File: src/rtl/d_phy_clk_lane_ctrl_if.sv
// Clock-lane bundle: CSI-side level requests, PPI status from the PHY, and the
// PPI controls/status flags produced by the clock lane sequencer.
interface d_phy_clk_lane_ctrl_if;
    logic       pwr_req;
    logic       hs_req;
    logic       idle_req;
    logic       ulps_req;
    logic       Stopstate;
    logic       TxReadyHS;
    logic       TxHSIdleClkReadyHS;
    logic       UlpsActiveNot;
    logic       Enable;
    logic       TxRequestHS;
    logic       TxHSIdleClkHS;
    logic       TxUlpsClk;
    logic       TxUlpsExit;
    logic       clk_hs_ok;
    logic       busy;
    logic       err;
    logic [1:0] err_code;

    // master: CSI controller + PHY side; slave: the sequencer
    modport master (
        output pwr_req, hs_req, idle_req, ulps_req,
               Stopstate, TxReadyHS, TxHSIdleClkReadyHS, UlpsActiveNot,
        input  Enable, TxRequestHS, TxHSIdleClkHS, TxUlpsClk, TxUlpsExit,
               clk_hs_ok, busy, err, err_code
    );
    modport slave (
        input  pwr_req, hs_req, idle_req, ulps_req,
               Stopstate, TxReadyHS, TxHSIdleClkReadyHS, UlpsActiveNot,
        output Enable, TxRequestHS, TxHSIdleClkHS, TxUlpsClk, TxUlpsExit,
               clk_hs_ok, busy, err, err_code
    );
endinterface

File: src/rtl/d_phy_clk_lane_ctrl.sv
// D-PHY master clock lane PPI sequencer: turns CSI level requests into legal
// HS / HS-idle / ULPS control sequences and flags time-outs and illegal events.
module d_phy_clk_lane_ctrl #(
    parameter int TIMEOUT_CYC  = 4096,
    parameter int MIN_STOP_CYC = 8,
    parameter int MIN_IDLE_CYC = 4,
    parameter int CNT_W        = 13
) (
    input logic                   TxWordClkHS,
    input logic                   rst,
    d_phy_clk_lane_ctrl_if.slave  lane
);

    typedef enum logic [3:0] {
        S_OFF, S_INIT, S_STOP, S_HS_REQ, S_HS_ACT, S_HS_EXIT, S_IDL_REQ, S_IDLE,
        S_IDL_EXIT, S_ULPS_IN, S_ULPS, S_ULPS_OUT, S_ULPS_END, S_ERR
    } state_e;

    typedef enum logic [1:0] {E_NONE, E_TIMEOUT, E_ILLEGAL, E_GLITCH} err_e;

    typedef struct packed {
        logic enable;
        logic tx_request_hs;
        logic tx_hs_idle_clk_hs;
        logic tx_ulps_clk;
        logic tx_ulps_exit;
        logic clk_hs_ok;
        logic busy;
    } ctrl_t;

    localparam logic [CNT_W-1:0] CNT_MAX   = CNT_W'(TIMEOUT_CYC);
    localparam logic [CNT_W-1:0] STOP_GAP  = CNT_W'(MIN_STOP_CYC);
    localparam logic [CNT_W-1:0] IDLE_HOLD = CNT_W'(MIN_IDLE_CYC);

    state_e           state_q, state_d;
    logic [CNT_W-1:0] cnt_q, cnt_d;
    logic             err_q, err_d;
    err_e             err_code_q, err_code_d;
    ctrl_t            ctrl_q, ctrl_d;
    logic             waiting, illegal, glitch;

    function automatic ctrl_t decode(input state_e s);
        ctrl_t c;
        c                   = '0;
        c.enable            = (s != S_OFF);
        c.tx_request_hs     = s inside {S_HS_REQ, S_HS_ACT, S_IDL_REQ, S_IDLE, S_IDL_EXIT};
        c.tx_hs_idle_clk_hs = s inside {S_IDL_REQ, S_IDLE};
        c.tx_ulps_clk       = s inside {S_ULPS_IN, S_ULPS, S_ULPS_OUT};
        c.tx_ulps_exit      = (s == S_ULPS_OUT);
        c.clk_hs_ok         = (s == S_HS_ACT);
        c.busy              = !(s inside {S_OFF, S_STOP});
        return c;
    endfunction

    // NOTE: every always_comb output gets a default first so no path can infer a latch.
    always_comb begin
        state_d    = state_q;
        err_d      = err_q;
        err_code_d = err_code_q;
        waiting    = state_q inside {S_INIT, S_HS_REQ, S_HS_EXIT, S_IDL_REQ, S_IDL_EXIT,
                                     S_ULPS_IN, S_ULPS_OUT, S_ULPS_END};
        illegal    = (lane.ulps_req &&
                      (state_q inside {S_HS_REQ, S_HS_ACT, S_IDL_REQ, S_IDLE, S_IDL_EXIT})) ||
                     (state_q == S_IDLE && !lane.hs_req);
        glitch     = (state_q == S_HS_ACT && lane.Stopstate) ||
                     (state_q == S_ULPS && lane.UlpsActiveNot);

        if (!lane.pwr_req) begin
            state_d    = S_OFF;
            err_d      = 1'b0;
            err_code_d = E_NONE;
        end else if (state_q == S_ERR) begin
            state_d = S_ERR;
        end else if (waiting && cnt_q == CNT_MAX) begin
            state_d    = S_ERR;
            err_d      = 1'b1;
            err_code_d = E_TIMEOUT;
        end else if (illegal) begin
            state_d    = S_ERR;
            err_d      = 1'b1;
            err_code_d = E_ILLEGAL;
        end else if (glitch) begin
            state_d    = S_ERR;
            err_d      = 1'b1;
            err_code_d = E_GLITCH;
        end else begin
            unique case (state_q)
                S_OFF:      state_d = S_INIT;
                S_INIT:     if (lane.Stopstate) state_d = S_STOP;
                // requests raised during the post-HS gap simply wait for it to expire
                S_STOP:     if (cnt_q >= STOP_GAP) begin
                                if (lane.hs_req)        state_d = S_HS_REQ;
                                else if (lane.ulps_req) state_d = S_ULPS_IN;
                            end
                S_HS_REQ:   if (lane.TxReadyHS) state_d = S_HS_ACT;
                S_HS_ACT:   if (!lane.hs_req)       state_d = S_HS_EXIT;
                            else if (lane.idle_req) state_d = S_IDL_REQ;
                S_HS_EXIT:  if (!lane.TxReadyHS && lane.Stopstate) state_d = S_STOP;
                S_IDL_REQ:  if (lane.TxHSIdleClkReadyHS) state_d = S_IDLE;
                S_IDLE:     if (!lane.idle_req && cnt_q >= IDLE_HOLD) state_d = S_IDL_EXIT;
                S_IDL_EXIT: if (!lane.TxHSIdleClkReadyHS && lane.TxReadyHS) state_d = S_HS_ACT;
                S_ULPS_IN:  if (!lane.UlpsActiveNot) state_d = S_ULPS;
                S_ULPS:     if (!lane.ulps_req) state_d = S_ULPS_OUT;
                S_ULPS_OUT: if (lane.UlpsActiveNot) state_d = S_ULPS_END;
                S_ULPS_END: if (lane.Stopstate) state_d = S_STOP;
                default:    state_d = S_ERR;
            endcase
        end

        if (state_d != state_q)   cnt_d = '0;
        else if (cnt_q == CNT_MAX) cnt_d = cnt_q;
        else                       cnt_d = cnt_q + CNT_W'(1);

        // Controls follow the next state so each output lands one cycle after its cause.
        ctrl_d = decode(state_d);
    end

    // NOTE: state flops use non-blocking assignments so all registers update together at the edge.
    always_ff @(posedge TxWordClkHS or posedge rst) begin
        if (rst) begin
            state_q    <= S_OFF;
            cnt_q      <= '0;
            err_q      <= 1'b0;
            err_code_q <= E_NONE;
            ctrl_q     <= '0;
        end else begin
            state_q    <= state_d;
            cnt_q      <= cnt_d;
            err_q      <= err_d;
            err_code_q <= err_code_d;
            ctrl_q     <= ctrl_d;
        end
    end

    assign lane.Enable        = ctrl_q.enable;
    assign lane.TxRequestHS   = ctrl_q.tx_request_hs;
    assign lane.TxHSIdleClkHS = ctrl_q.tx_hs_idle_clk_hs;
    assign lane.TxUlpsClk     = ctrl_q.tx_ulps_clk;
    assign lane.TxUlpsExit    = ctrl_q.tx_ulps_exit;
    assign lane.clk_hs_ok     = ctrl_q.clk_hs_ok;
    assign lane.busy          = ctrl_q.busy;
    assign lane.err           = err_q;
    assign lane.err_code      = err_code_q;

endmodule

File: src/flat_wrapper.sv
// flat-port wrapper written by rule: the top's interface ports become plain ports
module d_phy_clk_lane_ctrl_flat 
#(
    parameter int TIMEOUT_CYC  = 4096,
    parameter int MIN_STOP_CYC = 8,
    parameter int MIN_IDLE_CYC = 4,
    parameter int CNT_W        = 13
)
  (TxWordClkHS, rst, lane_pwr_req, lane_hs_req, lane_idle_req, lane_ulps_req, lane_Stopstate, lane_TxReadyHS, lane_TxHSIdleClkReadyHS, lane_UlpsActiveNot, lane_Enable, lane_TxRequestHS, lane_TxHSIdleClkHS, lane_TxUlpsClk, lane_TxUlpsExit, lane_clk_hs_ok, lane_busy, lane_err, lane_err_code);
  d_phy_clk_lane_ctrl_if lane_i ();
  input logic TxWordClkHS;
  input logic rst;
  input wire logic [$bits(lane_i.pwr_req)-1:0] lane_pwr_req;
  input wire logic [$bits(lane_i.hs_req)-1:0] lane_hs_req;
  input wire logic [$bits(lane_i.idle_req)-1:0] lane_idle_req;
  input wire logic [$bits(lane_i.ulps_req)-1:0] lane_ulps_req;
  input wire logic [$bits(lane_i.Stopstate)-1:0] lane_Stopstate;
  input wire logic [$bits(lane_i.TxReadyHS)-1:0] lane_TxReadyHS;
  input wire logic [$bits(lane_i.TxHSIdleClkReadyHS)-1:0] lane_TxHSIdleClkReadyHS;
  input wire logic [$bits(lane_i.UlpsActiveNot)-1:0] lane_UlpsActiveNot;
  output wire logic [$bits(lane_i.Enable)-1:0] lane_Enable;
  output wire logic [$bits(lane_i.TxRequestHS)-1:0] lane_TxRequestHS;
  output wire logic [$bits(lane_i.TxHSIdleClkHS)-1:0] lane_TxHSIdleClkHS;
  output wire logic [$bits(lane_i.TxUlpsClk)-1:0] lane_TxUlpsClk;
  output wire logic [$bits(lane_i.TxUlpsExit)-1:0] lane_TxUlpsExit;
  output wire logic [$bits(lane_i.clk_hs_ok)-1:0] lane_clk_hs_ok;
  output wire logic [$bits(lane_i.busy)-1:0] lane_busy;
  output wire logic [$bits(lane_i.err)-1:0] lane_err;
  output wire logic [$bits(lane_i.err_code)-1:0] lane_err_code;
  assign lane_i.pwr_req = lane_pwr_req;
  assign lane_i.hs_req = lane_hs_req;
  assign lane_i.idle_req = lane_idle_req;
  assign lane_i.ulps_req = lane_ulps_req;
  assign lane_i.Stopstate = lane_Stopstate;
  assign lane_i.TxReadyHS = lane_TxReadyHS;
  assign lane_i.TxHSIdleClkReadyHS = lane_TxHSIdleClkReadyHS;
  assign lane_i.UlpsActiveNot = lane_UlpsActiveNot;
  assign lane_Enable = lane_i.Enable;
  assign lane_TxRequestHS = lane_i.TxRequestHS;
  assign lane_TxHSIdleClkHS = lane_i.TxHSIdleClkHS;
  assign lane_TxUlpsClk = lane_i.TxUlpsClk;
  assign lane_TxUlpsExit = lane_i.TxUlpsExit;
  assign lane_clk_hs_ok = lane_i.clk_hs_ok;
  assign lane_busy = lane_i.busy;
  assign lane_err = lane_i.err;
  assign lane_err_code = lane_i.err_code;
  d_phy_clk_lane_ctrl #(.TIMEOUT_CYC(TIMEOUT_CYC), .MIN_STOP_CYC(MIN_STOP_CYC), .MIN_IDLE_CYC(MIN_IDLE_CYC), .CNT_W(CNT_W)) u_core (.TxWordClkHS(TxWordClkHS), .rst(rst), .lane(lane_i));
endmodule
File: config.mk
export PLATFORM = sky130hd
export DESIGN_NAME = d_phy_clk_lane_ctrl_flat
export DESIGN_NICKNAME = d
export VERILOG_FILES = /design/src/rtl/d_phy_clk_lane_ctrl_if.sv /design/src/rtl/d_phy_clk_lane_ctrl.sv /design/src/flat_wrapper.sv
export SDC_FILE = /design/constraint.sdc
export NUM_CORES = 1
export LEC_CHECK = 0
export CORE_ASPECT_RATIO = 0.8
export CORE_MARGIN = 1
export CORE_UTILIZATION = 52
export CTS_BUF_LIST = sky130_fd_sc_hd__clkbuf_8
export DETAILED_ROUTE_END_ITERATION = 12
export PLACE_DENSITY = 0.77
export SYNTH_ARGS = -nofsm -noshare
export SYNTH_HDL_FRONTEND = slang
export SYNTH_SLANG_ARGS = --single-unit
File: constraint.sdc
create_clock -name TxWordClkHS -period 2.09 [get_ports TxWordClkHS]
set_input_delay 0.3135 -clock TxWordClkHS [delete_from_list [all_inputs] [get_ports TxWordClkHS]]
set_output_delay 0.3135 -clock TxWordClkHS [all_outputs]
set_load 0.01 [all_outputs]
==> out/metrics.csv, run 1 <==
stage,metric,value,unit
outcome,status,finished with violations,
outcome,violations,negative setup slack,
synthesis,synth_edf_count,0,
routing,viasPerCell,7.234,
floorplanning,core,3542,µm²
setup_path,rrSetupSlack,-0.63,ns
synthesis,yosys_most_used_dff,dfrtp_1,
grt,grt_antenna_before_repair,0,
setup_path,path_class,reg -> reg,
power,power_leakage,1.449,nW
cells_and_area,num-nets-final,334,
synthesis,ys_ff_latch,27,
setup_path,cp-end-kind,register,
grt,grt_util_met2,68.84,%
routing,avgRoutedWirePerCell,27.80,µm
routing,wirelength,10090,µm
timing,worstMarginPinSlew,0.5451,ns
setup_path,start_kind,register,
grt,grt_pass1_vias,2361,
grt,grt_start_max_net_pins,28,
grt,track_usage,42.09,%
timing,hold_viol_final,0,
clock_network,clock_sinks,27,
synthesis,synthesis.nets,225,
routing,drc,0,
grt,grt.met1_usage,55.52,%
synthesis,async_flop_share,100.0,%
grt,grt_pass1_wl,12740,µm
timing,layout_min_cycle_time,2.725,ns
floorplanning,die_h,57.43,µm
synthesis,yosys_warnings,0,
synthesis,syn-mean-instance-area,9.375,µm²
cells_and_area,nFillCells,92,
placed_design,place_ws,-0.5186,ns
floorplanning,ios,20,
synthesis,syn_inst,213,
setup_path,startpoint,u_core.state_q[1],
clock_network,h-tree-depth,1,
setup_path,timing.rr.start,u_core.state_q[1],
worst_hold_path,hp-class,in -> async,
timing,clock.fmax,367.0,MHz
setup_path,arrival,2.90,ns
routing,drt_iter0_drc,351,
cells_and_area,insertedDiodeCount,0,
grt,grt-ovfl-total,0,
power,powerDensity,1504,nW/µm²
setup_path,required,2.26,ns
floorplanning,die_w,71.29,µm
routing,antenna_left,0,
clock_network,holdBufCountCts,0,
floorplanning,die-area,4094,µm²
flow_run,maxCapViolations,0,
routing,drt_first_pass_iters,5,
synthesis,synth_seq_area_share,33.83,%
grt,top_usage_layer,met2,
clock_network,clk_latency,0.28,ns
synthesis,yosys.cell_types.count,67,
timing,rsz0062_at_grt,true,
clock_network,clock_path_buffers,2,
timing,drv_slew,0,
clock_network,clk_pin_slew,0.10,ns
clock_network,cts-root-buf,clkbuf_8,
placed_design,port_buffers,19,
placed_design,place_hpwl,4003,µm
placed_design,gp_congestion,0.8749,
cells_and_area,layout-drive-gt1-share,53.27,%
timing,fin_crit_sh,130.4,%
timing,tns,-10.32,ns
floorplanning,initial_core_util,56.38,%
routing,vias,2626,
timing,setup_violations,22,
timing,worst_slack,-0.6350,ns
floorplanning,rows,19,
setup_path,path_max_fanout,7,
setup_path,r2r_cells,9,
synthesis,syn-cell-area,1997,µm²
power,power,0.005049,W
power,vdd_drop_max,1.268,mV
grt,grt_use_met3,8.127,%
setup_path,reg2reg_to,u_core.cnt_q[7],
clock_network,cts_tree,yes,
cells_and_area,areaGrowthSynthToFinish,68.11,%
clock_network,cts_buffers,3,
timing,slew_headroom,63.33,%
timing,skew,0.008970,ns
==> cell usage in the layout (no fill, tap or decap), types with 3 or more instances in the layout <==
cell type / n
a21oi_1: 6
a21oi_2: 3
buf_4: 78
buf_6: 13
clkbuf_8: 3
clkdlybuf4s50_1: 18
dfrtp_1: 23
dfrtp_2: 4
inv_1: 9
nand2_1: 7
nand2b_1: 3
nand3_1: 7
nand3_2: 3
nand3b_1: 4
nand4_1: 4
nor2_1: 17
nor2b_1: 4
nor3_1: 4
nor3_2: 13
nor3_4: 4
xnor2_1: 8
xor2_1: 5
==> registers in the layout (all words and copies together), names as in the netlist <==
name                       cells
u_core.cnt_q                  13
u_core.state_q                 4
u_core.lane.err_code           2
u_core.lane.Enable             1
u_core.lane.TxHSIdleClkHS      1
u_core.lane.TxRequestHS        1
u_core.lane.TxUlpsClk          1
u_core.lane.TxUlpsExit         1
u_core.lane.busy               1
u_core.lane.clk_hs_ok          1
u_core.lane.err                1
==> synth_stat cells, drive strengths merged, types with 2 or more instances <==
| library cell | count | area (µm²) |
|---|---|---|
| xnor2 | 8 | 70.07 |
| nor4 | 4 | 46.29 |
| o21ai | 6 | 33.78 |
| nand2b | 4 | 25.02 |
| and4b | 2 | 20.02 |
| buf | 9 | 65.06 |
| mux2i | 2 | 20.02 |
| nand4 | 5 | 37.53 |
| nor4b | 2 | 23.77 |
| a21oi | 10 | 53.80 |
| nand4b | 2 | 23.77 |
| inv | 13 | 48.79 |
| a21boi | 2 | 15.02 |
| or2 | 3 | 18.77 |
| clkbuf | 2 | 7.510 |
| nand2 | 9 | 33.78 |
| o22ai | 3 | 18.77 |
| ha | 2 | 25.02 |
| nor3 | 21 | 176.4 |
| nor3b | 2 | 15.01 |
| nand3 | 11 | 60.06 |
| a211oi | 4 | 35.03 |
| nor2b | 4 | 25.02 |
| a21o | 2 | 16.27 |
| a41oi | 2 | 17.52 |
| xor2 | 5 | 43.79 |
| o2bb2ai | 2 | 17.52 |
| nand3b | 4 | 30.03 |
| nor4bb | 2 | 20.02 |
| a31oi | 3 | 25.02 |
| o31a | 2 | 17.52 |
| dfrtp | 27 | 675.7 |
| and3b | 2 | 17.52 |
| nor2 | 18 | 67.56 |
==> per-layer routing <==
metal	vias to the layer above	wire (µm)
met1	1227	3561
met3	113	1275
met2	288	4299
met4	0	955
met5	-	0
li1	998	-
==> kinds of logic (layout without fill, tap and decap cells) <==
kind of cell	after synthesis	after routing	synth area share, %
and+or+nand+nor	98	98	33.02
adders and majority gates	2	2	1.253
AOI/OAI and AO/OA	46	46	18.55
muxes	3	3	1.566
buffers and inverters	24	132	6.077
xor gates and xnor gates	13	13	5.702
DFF	27	27	33.83
==> worst max path at each step <==
stage	end	slack [ns]
finish	u_core.cnt_q[7]	-0.63
detailed placement	u_core.cnt_q[7]	-0.52
global route	u_core.cnt_q[7]	-0.52
global placement	u_core.cnt_q[7]	-0.51
CTS	u_core.cnt_q[5]	-0.19
floorplan	u_core.cnt_q[0]	-0.06
==> worst max-delay path: stages, from the launching register on <==
cell and delay, ns:
dfrtp_2 0.51, buf_4 0.18, buf_4 0.14, nor4_1 0.52, o21ai_1 0.29, a311oi_2 0.47
a2111oi_4 0.12, nand4b_4 0.17, buf_6 0.17, nor3_2 0.06
==> timing repair <==
action,4_1_cts,5_1_grt
pin swaps,14,8
setup buffers,20,9
cloned,0,1
endpoints found under the setup margin,22,23
gates resized for setup,46,35
==> area by class of cell <==
cell class	count	area [µm²]	share of cell area [%]
clock inverter	1	5.005	0.1491
sequential	27	680.7	20.28
inverter	13	53.80	1.603
timing repair buffer	115	1006	29.97
multi-input combinational	162	1518	45.21
clock buffer	3	41.29	1.230
tap	42	52.55	1.565
==> power by group <==
group	switching, W	total (W)	internal [W]
Combinational	0.00211	0.00399	0.00188
Sequential	0.000124	0.000751	0.000627
Clock	0.000176	0.000310	0.000134
Total	0.00241	0.00505	0.00264
==> metrics by stage <==
step                      instances  cell area [µm²]  hold slack, ns  utilization, %
after global routing            363             3357          0.4532           94.77
after CTS                       353             3094          0.3960           87.35
final                           363             3357          0.4207           94.77
after floorplan                 213             2042          0.3662               -
after detailed placement        329             2699          0.5461           76.19
after global placement          329             2699          0.4994           76.19
No activity file was read; power rests on OpenSTA's default activity.
==> inputs of run 2 (changes only) <==
--- a/config.mk
+++ b/config.mk
@@ -5,6 +5,7 @@
 export SDC_FILE = /design/constraint.sdc
 export NUM_CORES = 1
 export LEC_CHECK = 0
+export ABC_CLOCK_PERIOD_IN_PS = 2090
 export CORE_ASPECT_RATIO = 0.8
 export CORE_MARGIN = 1
 export CORE_UTILIZATION = 52
==> results of run 2 <==
Final layout, timing and power as in run 1 (identical DEF).
==> inputs of run 3 (changes only) <==
--- a/config.mk
+++ b/config.mk
@@ -6,8 +6,9 @@
 export NUM_CORES = 1
 export LEC_CHECK = 0
 export ABC_CLOCK_PERIOD_IN_PS = 2090
+export CAP_MARGIN = 5
 export CORE_ASPECT_RATIO = 0.8
-export CORE_MARGIN = 1
+export CORE_MARGIN = 3
 export CORE_UTILIZATION = 52
 export CTS_BUF_LIST = sky130_fd_sc_hd__clkbuf_8
 export DETAILED_ROUTE_END_ITERATION = 12
==> out/metrics.csv, run 3 (synthesis gave the netlist of run 1 again) <==
stage,metric,value,unit
power,power,0.004667,W
grt,grt_antenna_before_repair,0,
timing,tns,-7.875,ns
grt,grt.met1_usage,40.26,%
routing,drt_first_pass_iters,5,
timing,fin_crit_sh,125.5,%
cells_and_area,areaGrowthSynthToFinish,62.22,%
clock_network,h-tree-depth,1,
cells_and_area,final_common_cell,buf_4,
setup_path,slowest_delay,0.43,ns
setup_path,start_kind,register,
routing,antenna_left,0,
cells_and_area,multiInputGateArea,1494,µm²
timing,layout_min_cycle_time,2.624,ns
timing,setup_violations,23,
setup_path,critical_path.cell_chain,buf_12 > nor4b_2 > nor2_1 > o21ai_0 > a311oi_1 > a2111oi_4 > nand4b_4 > buf_6 > nor3_4,
cells_and_area,layout-drive-gt1-share,49.84,%
floorplanning,initial_core_util,56.00,%
setup_path,path_max_fanout,15,
floorplanning,die-area,4624,µm²
setup_path,required,2.28,ns
setup_path,path_buf_inv,2,
clock_network,cts_buffers,3,
routing,drc,0,
grt,track_usage,29.83,%
timing,clock.fmax,381.2,MHz
placed_design,gp_congestion,0.9188,
power,power_frac_clock,6.5,%
placed_design,placed_cell_area,2711,µm²
timing,worst_slack,-0.5336,ns
grt,grt-ovfl-total,0,
cells_and_area,top_register,u_core.cnt_q,
timing,worstMarginPinSlew,0.4623,ns
setup_path,arrival,2.81,ns
floorplanning,rows,19,
placed_design,port_buffers,19,
floorplanning,die_w,75.29,µm
floorplanning,die_h,61.43,µm
setup_path,slowest_stage,nor4b_2,
clock_network,clock_path_buffers,2,
power,p_comb_share,78.0,%
routing,viasPerCell,6.793,
clock_network,cts_tree,yes,
cells_and_area,num-nets-final,324,
placed_design,place_ws,-0.6920,ns
power,vdd_drop_max,1.157,mV
grt,grt_pass1_wl,10270,µm
grt,grt_use_met3,5.546,%
outcome,status,finished with violations,
power,switching_share,46.85,%
setup_path,path_class,reg -> reg,
cells_and_area,fin_area,3239,µm²
power,pwr-share-seq,15.5,%
clock_network,clk_latency,0.28,ns
setup_path,cp-end-kind,register,
cells_and_area,largest_reg_flops,13,
clock_network,clock_sinks,27,
setup_path,cp_top_family,simple AND/OR/NAND/NOR gates,
grt,grt_pass1_vias,2049,
routing,vias,2398,
floorplanning,ios,20,
routing,avgRoutedWirePerCell,22.88,µm
routing,drt_iter0_drc,285,
cells_and_area,seqCellArea,679.4,µm²
worst_hold_path,hp-class,in -> async,
grt,top_usage_layer,met2,
timing,rsz0062_at_grt,true,
cells_and_area,nFillCells,142,
grt,grt_util_met2,50.80,%
grt,grt_start_max_net_pins,28,
power,internal-power,0.002481,W
cells_and_area,final_cell_mix,"buf_4 (70), dfrtp_1 (24), clkdlybuf4s50_1 (17)",
timing,drv_slew,0,
timing,skew,0.01559,ns
power,power_switching,0.002187,W
timing,slew_headroom,68.97,%
placed_design,place_hpwl,4187,µm
power,powerDensity,1441,nW/µm²
flow_run,maxCapViolations,0,
floorplanning,core,3566,µm²
clock_network,cts-root-buf,clkbuf_8,
cells_and_area,fin_util,90.84,%
power,power_leakage,1.405,nW
clock_network,clk_pin_slew,0.10,ns
cells_and_area,insertedDiodeCount,0,
routing,wirelength,8076,µm
timing,hold_viol_final,0,
outcome,violations,negative setup slack,
run 3: worst paths after layout:
kind | startpoint | to | slack [ns] | cells past startpoint
worst max-delay path | u_core.state_q[1] | u_core.cnt_q[11] | -0.53 | 9
worst min-delay path | rst | u_core.lane.clk_hs_ok | 0.38 | 3
worst max register to register | u_core.state_q[1] | u_core.cnt_q[11] | -0.53 | 9
worst min register to register | u_core.lane.err | u_core.lane.err | 0.51 | 1
max in group asynchronous | rst | u_core.state_q[3] | 1.44 | 3
min in group TxWordClkHS | u_core.lane.err | u_core.lane.err | 0.51 | 1
run 3: through the flow:
stage | std cells | hold WS, ns
3_3_place_gp | 329 | 0.4940
4_1_cts | 350 | 0.4004
6_report | 353 | 0.3767
3_5_place_dp | 329 | 0.4964
5_1_grt | 353 | 0.4305
2_1_floorplan | 213 | 0.3662
run 3: what timing repair did:
action                     CTS  global route
resized for setup           45            26
setup endpoints to repair   22            22
pin swaps                   18             6
hold buffers                 0             0
buffers inserted            18             4
run 3: layout make-up:
| type | instances | area share, % |
|---|---|---|
| Clock buffer | 3 | 1.275 |
| Clock inverter | 1 | 0.1545 |
| Inverter | 13 | 1.506 |
| Multi-Input combinational cell | 162 | 46.12 |
| Sequential cell | 27 | 20.97 |
| Tap cell | 42 | 1.622 |
| Timing Repair Buffer | 105 | 28.35 |
run 3: power groups by stage:
stage / clock network [W] / registers [W] / logic [W]
6_report: 0.000302 / 0.000723 / 0.00364
5_1_grt: 0.000318 / 0.000732 / 0.00377
4_1_cts: 0.000295 / 0.000710 / 0.00306
3_5_place_dp: 0 / 0.000757 / 0.00235
3_3_place_gp: 0 / 0.000759 / 0.00227
2_1_floorplan: 0 / 0.000712 / 0.00148
run 3: metal layers:
metal / wire [µm] / vias to the layer above
met2: 3683 / 214
met3: 798 / 73
met4: 513 / 0
met1: 3080 / 1126
li1: - / 985
met5: 0 / -
run 3: tightest hold or removal path, delay by kind of cell:
| kind | cells | cell delay (ns) |
|---|---|---|
| buffers and inverters | 3 | 0.76 |
